### config.mk
export PLATFORM = sky130hd
export DESIGN_NAME = refresh_scheduler
export DESIGN_NICKNAME = d
export VERILOG_FILES = /design/src/rtl/refresh_pkg.sv /design/src/rtl/rise_detect.sv /design/src/rtl/refresh_scheduler.sv
export SDC_FILE = /design/constraint.sdc
export NUM_CORES = 1
export LEC_CHECK = 0
export CAP_MARGIN = 20
export CORE_AREA = 2 2 39 41
export DETAILED_ROUTE_END_ITERATION = 16
export DIE_AREA = 0 0 41 43
export PLACE_DENSITY = 0.72
export SLEW_MARGIN = 40
export SYNTH_ARGS = -nofsm -noshare
export SYNTH_HDL_FRONTEND = slang
export SYNTH_SLANG_ARGS = --single-unit
### constraint.sdc
create_clock -name clk -period 3.5 [get_ports clk]
set_clock_uncertainty 0.2 [all_clocks]
set_input_delay 0.7 -clock clk [delete_from_list [all_inputs] [get_ports clk]]
set_output_delay 0.7 -clock clk [all_outputs]
set_load 0.1 [all_outputs]
### src/rtl/refresh_pkg.sv
// Shared types and default sizing for the DRAM refresh scheduler.
package refresh_pkg;

    typedef enum logic {
        IDLE   = 1'b0,
        ACTIVE = 1'b1
    } refresh_state_t;

    localparam int REFRESH_LEN_DEFAULT    = 40;
    localparam int REFRESH_QDEPTH_DEFAULT = 3;

endpackage

### src/rtl/rise_detect.sv
// Registered rising-edge detector; RESET_PREV sets the assumed previous level
// so a level already high when reset releases is not seen as an edge.
module rise_detect #(
    parameter logic RESET_PREV = 1'b1
) (
    input  logic clk,
    input  logic reset_n,
    input  logic d,
    output logic rise
);

    logic r_prev;

    always_ff @(posedge clk or negedge reset_n) begin
        if (!reset_n) r_prev <= RESET_PREV;
        else          r_prev <= d;
    end

    assign rise = d & ~r_prev;

endmodule

### src/rtl/refresh_scheduler.sv
// Queued DRAM refresh-window generator: LEN-clock windows launched on cpu_en slots.
// Define REFRESH_HOLD_EN to let the hold input defer launches.
module refresh_scheduler
    import refresh_pkg::*;
#(
    parameter int LEN    = REFRESH_LEN_DEFAULT,
    parameter int QDEPTH = REFRESH_QDEPTH_DEFAULT,
    parameter int CW     = $clog2(LEN + 1),
    parameter int PW     = $clog2(QDEPTH + 1)
) (
    input  logic          clk,
    input  logic          reset_n,
    input  logic          cpu_en,
    input  logic          start,
    input  logic          hold,
    output logic          refresh,
    output logic [PW-1:0] pending,
    output logic          overflow
);

    refresh_state_t r_state, w_state_nxt;
    logic [CW-1:0]  r_ctr, w_ctr_nxt;
    logic [PW-1:0]  r_pend, w_pend_nxt;
    logic           r_ovf, w_ovf_nxt;
    logic           w_rise, w_launch, w_hold_eff;

`ifdef REFRESH_HOLD_EN
    assign w_hold_eff = hold;
`else
    // Port kept for a uniform interface; the feature is compiled out.
    assign w_hold_eff = hold & 1'b0;
`endif

    rise_detect #(
        .RESET_PREV (1'b1)
    ) u_rise (
        .clk     (clk),
        .reset_n (reset_n),
        .d       (start),
        .rise    (w_rise)
    );

    always_ff @(posedge clk or negedge reset_n) begin
        if (!reset_n) begin
            r_state <= IDLE;
            r_ctr   <= '0;
            r_pend  <= '0;
            r_ovf   <= 1'b0;
        end else begin
            r_state <= w_state_nxt;
            r_ctr   <= w_ctr_nxt;
            r_pend  <= w_pend_nxt;
            r_ovf   <= w_ovf_nxt;
        end
    end

    always_comb begin
        w_state_nxt = r_state;
        w_ctr_nxt   = r_ctr;
        w_launch    = 1'b0;
        case (r_state)
            IDLE: begin
                if (r_pend != '0 && cpu_en && !w_hold_eff) begin
                    w_launch    = 1'b1;
                    w_state_nxt = ACTIVE;
                    w_ctr_nxt   = CW'(1);
                end
            end
            ACTIVE: begin
                // The exit cycle never launches, guaranteeing a low gap between windows.
                if (r_ctr == CW'(LEN)) begin
                    w_state_nxt = IDLE;
                    w_ctr_nxt   = '0;
                end else begin
                    w_ctr_nxt = r_ctr + CW'(1);
                end
            end
            default: begin
                w_state_nxt = IDLE;
                w_ctr_nxt   = '0;
            end
        endcase
    end

    always_comb begin
        w_pend_nxt = r_pend;
        w_ovf_nxt  = r_ovf;
        if (w_rise && !w_launch) begin
            if (r_pend < PW'(QDEPTH)) w_pend_nxt = r_pend + PW'(1);
            else                      w_ovf_nxt  = 1'b1;
        end else if (w_launch && !w_rise) begin
            w_pend_nxt = r_pend - PW'(1);
        end
    end

    assign refresh  = (r_state == ACTIVE);
    assign pending  = r_pend;
    assign overflow = r_ovf;

endmodule

; Word level (Yosys, flattened, before mapping)
; Cells that the tools add are included.
[classes]
n_addsub = 3
multipliers = 0
div = 0
n_lt_le_gt_ge = 1
eq_ne = 3
shift = 0
muxes = 10
n_bitwise = 4
n_reduce_logical = 9
[ops]
columns = cell, n
row1 = 2-to-1 mux 6 bit, 2
row2 = one-hot mux 6 bit (2 select lines), 1
row3 = "adder 6 x 1 -> 6 bit, second input constant", 1
row4 = "equality test 6 bit, second input constant", 1
row5 = 2-to-1 mux 2 bit, 3
row6 = AND reduction 2 bit, 2
row7 = nonzero test 2 bit, 2
row8 = logical AND 1 bit, 3
row9 = 2-to-1 mux 1 bit, 3
row10 = NOT 1 bit, 3
row11 = "adder 2 x 1 -> 2 bit, second input constant", 1
row12 = logical NOT 1 bit, 2
row13 = "< comparator 2 bit, second input constant", 1
row14 = "!= test 2 x 1 -> 1 bit, second input constant", 1
row15 = "!= test 2 bit, second input constant", 1
row16 = one-hot mux 1 bit (2 select lines), 1
row17 = "subtractor 2 x 1 -> 2 bit, second input constant", 1
row18 = bitwise AND 1 bit, 1
[totals]
ff_bits = 11
latch_bits = 0
mem_bits_rw = 0
mem_bits_ro = 0
inputBits = 5
out_inout_bits = 4
elab_cells = 35
mem_count = 0

; Depth between registers and ports, before layout
[depth]
word_depth = 8
mapped_depth = 5
mapped_depth_nobuf = 5

; Cells and area by module
; From an unflattened synthesis, not the netlist that was laid out.
[hier_totals]
cells_unflattened = 53
hier_area_um2 = 551.8
[by_module_without_submodules]
columns = module, n_inst, cells_per_inst, area_per_inst_um2, seq_area_each_um2
row1 = refresh_scheduler, 1, 51, 511.7, 250.2
row2 = rise_detect, 1, 2, 40.0, 26.3

; Worst setup path after synthesis
; OpenSTA, ideal clock, no wires.
[synth_path]
kind = register -> register
from = register r_pend[1], in the netlist pending[1]
to = register r_ctr[1]
setup_ps = 122
t_arrival_ps = 1685
required_ps = 3178
path_slack_ps = 1492
path_stages_with_launch = 4
synth_period_minus_slack_ps = 2008
cell_sequence = dfrtp_1 -> o21ai_0 -> and2_1 -> a22o_1
[synth_via]
elab_chain_len = 3
[synth_rtl]
columns = element, line_no
row1 = from (decl), refresh_scheduler.sv:23  ; logic [PW-1:0] r_pend, w_pend_nxt;
row2 = from (signal assigned), refresh_scheduler.sv:52  ; r_pend <= w_pend_nxt;
row3 = nonzero test 2 bit, refresh_scheduler.sv:63  ; if (r_pend != '0 && cpu_en && !w_hold_eff) begin
row4 = logical AND 1 bit, refresh_scheduler.sv:63
row5 = != test 2 bit (no line), n/a
row6 = to (signal assigned), refresh_scheduler.sv:51  ; r_ctr <= w_ctr_nxt;
row7 = to (decl), refresh_scheduler.sv:22  ; logic [CW-1:0] r_ctr, w_ctr_nxt;
; Every way passes these cells.
; A chain may end at the register's enable or synchronous reset.

; Worst setup path after layout
[layout_path]
from = register r_state, in the netlist refresh
to = output refresh
[layout_lines]
columns = element, line_no
row1 = from (decl), refresh_scheduler.sv:21  ; refresh_state_t r_state, w_state_nxt;
row2 = from (signal assigned), refresh_scheduler.sv:50  ; r_state <= w_state_nxt;
row3 = to (decl), refresh_scheduler.sv:16  ; output logic refresh,
; No word-level cell between the ends.

==> out/metrics.yaml <==
outcome: "finished, final reports clean"
intPower_mw: 0.216
placement_rows: 14
port_buffers: 7
wl_um: 974
cts_hold_repair.buffers: 0
diodes: 0
htreeDepth: 1
place_hpwl_um: 732
power_frac_clock: 0.258
grt_usage: 0.135
place_inst: 75
synthCells: 52
powerDensity_mw_per_mm2: 505
clockRootBuffer: "clkbuf_4"
min_period_ps: 2010
crit_path_max_incr_delay_ps: 490
total_power_mw: 0.330
ys_types: 24
cp-end-kind: "output port"
grt-ovfl-total: 0
cts_made_buffers: 3
crit_type: "reg -> out"
swShare: 0.347
synth_nets: 59
grt_pass1_vias: 377
crit_buf_inv: 1
fin_tns_setup_ps: 0
crit_family: "flip-flops"
ys_ff_latch: 11
leakagePower_nw: 0.268
slew_viol_final: 0
yosysSeqAreaShare: 0.505
fp.coreArea_sq_mm: 0.00138
grt_max_degree: 12
synth_top_area_frac: 0.457
min-delay-start: "overflow"
fp.dieArea_sq_mm: 0.00176
layoutNonFillerInstCount: 79
rsz0062_at_grt: "false"
die_h_um: 43
syn_avg_cell_area_sq_um: 10.5
max_freq_ghz: 0.497
cp.arrival_ps: 1110
power.switching_mw: 0.115
start_kind: "flop"
wl_per_cell_um: 12.3
antenna_left: 0
clkTransAtPathRegs_ps: 60
gp_congestion: 0.736
fp.dieW_um: 41
clock-sinks: 11
syn2layout_area_growth_pct: 19.4
cts_setup_buffers: 0
setup_viol: 0
vias: 442
ys_warn_count: 0
ir_worst_vdd_mv: 0.219
r2r-start: "r_ctr[0]"
drive_above_1_share: 0.143
cp_max_fo: 10
grt_antenna_before_repair: 0
start_util: 0.396
ios: 9
layout.nets: 71
synthTopCellsByArea: "dfrtp_1, o21ai_0, dfstp_2"
clk_latency_ps: 270
yosysTopAreaCell: "dfrtp_1"
tightest_slew_ps: 492
synthesis.area_sq_um: 548
min_path_type: "reg -> reg"
grt_pass1_wl_um: 1520
path_cells: "buf_4"
cts_resized: 0
cp_data_required_time_ps: 2600
pwr-share-seq: 0.478
hold_viol: 0
max_slew_margin: 0.671
firstDrtPassIters: 3
worst_hold_slack_ps: 277
clockBufferDepth: 2
pwr-share-comb: 0.264
cts_tree: "yes"
drc: 0
period_share: 0.575
drtIter0Drc: 4
maxCapViolations: 0
slowest_stage: "dfrtp_1"
crit_start: "refresh"
vias_per_cell: 5.59
## power by group through the flow
stage	registers (mW)	clock network (mW)	logic, mW
2_1_floorplan	0.185	0	0.0385
3_3_place_gp	0.160	0	0.0853
3_5_place_dp	0.160	0	0.0882
4_1_cts	0.158	0.0898	0.0886
5_1_grt	0.160	0.0945	0.0940
6_report	0.158	0.0852	0.0870
## worst paths after layout
kind,endpoint,slack [ps],cells after the start
worst max-delay path,refresh,1490,1
worst min-delay path,overflow,280,1
worst max register to register,refresh,1810,5
worst min register to register,overflow,280,1
max in group asynchronous,u_rise.r_prev,2190,1
min in group asynchronous,r_ctr[3],560,1
## cell usage in the layout (no fill, tap or decap), drive strengths merged
cell	instances
a41o	1
nand3	3
o2bb2ai	2
o21ai	9
or4	1
a22o	1
nand4	1
inv	4
o211ai	2
nor2b	3
ha	2
a22oi	1
nand2b	1
and2	1
xor2	2
nand4bb	1
clkbuf	4
clkdlybuf4s50	3
dfstp	1
xnor2	1
a21oi	2
buf	4
dfrtp	10
nand4b	1
and2b	1
nand2	1
## metrics by stage
step | instance area [sq um] | utilization | worst slack [ps]
final | 654 | 0.473 | 1490
after global routing | 654 | 0.473 | 1410
after CTS | 654 | 0.473 | 1480
after detailed placement | 628 | 0.454 | 1380
after global placement | 628 | 0.454 | 1380
after floorplan | 548 | - | 1490
## cell usage after synthesis
library cell,n
inv_2,1
nand4_1,1
a21oi_1,2
nand2_1,1
and2_1,1
nand4bb_1,1
inv_1,3
o211ai_1,2
ha_1,2
xor2_1,2
nand2b_1,1
and2b_1,1
o21ai_0,9
nand3_1,3
a22o_1,1
nand4b_1,1
dfstp_2,1
o2bb2ai_1,2
nor2b_1,3
a41o_1,1
a22oi_1,1
xnor2_1,1
or4_1,1
dfrtp_1,10
## cells by family (layout without fill, tap and decap cells)
family,Yosys count,in the layout,synth area share
flops,11,11,0.505
buf+inv,4,15,0.0274
xor+xnor,3,3,0.0480
fa+ha+maj,2,2,0.0457
compound gates,18,18,0.208
simple gates,14,14,0.167
## per-layer routing
layer	vias up	global-route usage	wire [um]
met2	13	0.191	441
li1	215	-	-
met5	-	0	0
met3	5	0.0314	61
met4	0	0.100	34
met1	209	0.170	436
## layout make-up
cell class	instances	area, sq um
fillers	144	729
flip-flops and latches	11	277
multi-input cells	37	256
repair buffers	7	60.1
clock buffers	4	26.3
well taps	16	20.0
inverters	4	15.0
## registers in the layout, indices dropped and copies added, names as in the netlist
register	cells
r_ctr	6
refresh	1
u_rise.r_prev	1
pending	2
overflow	1
(Power assumes the default switching activity.)
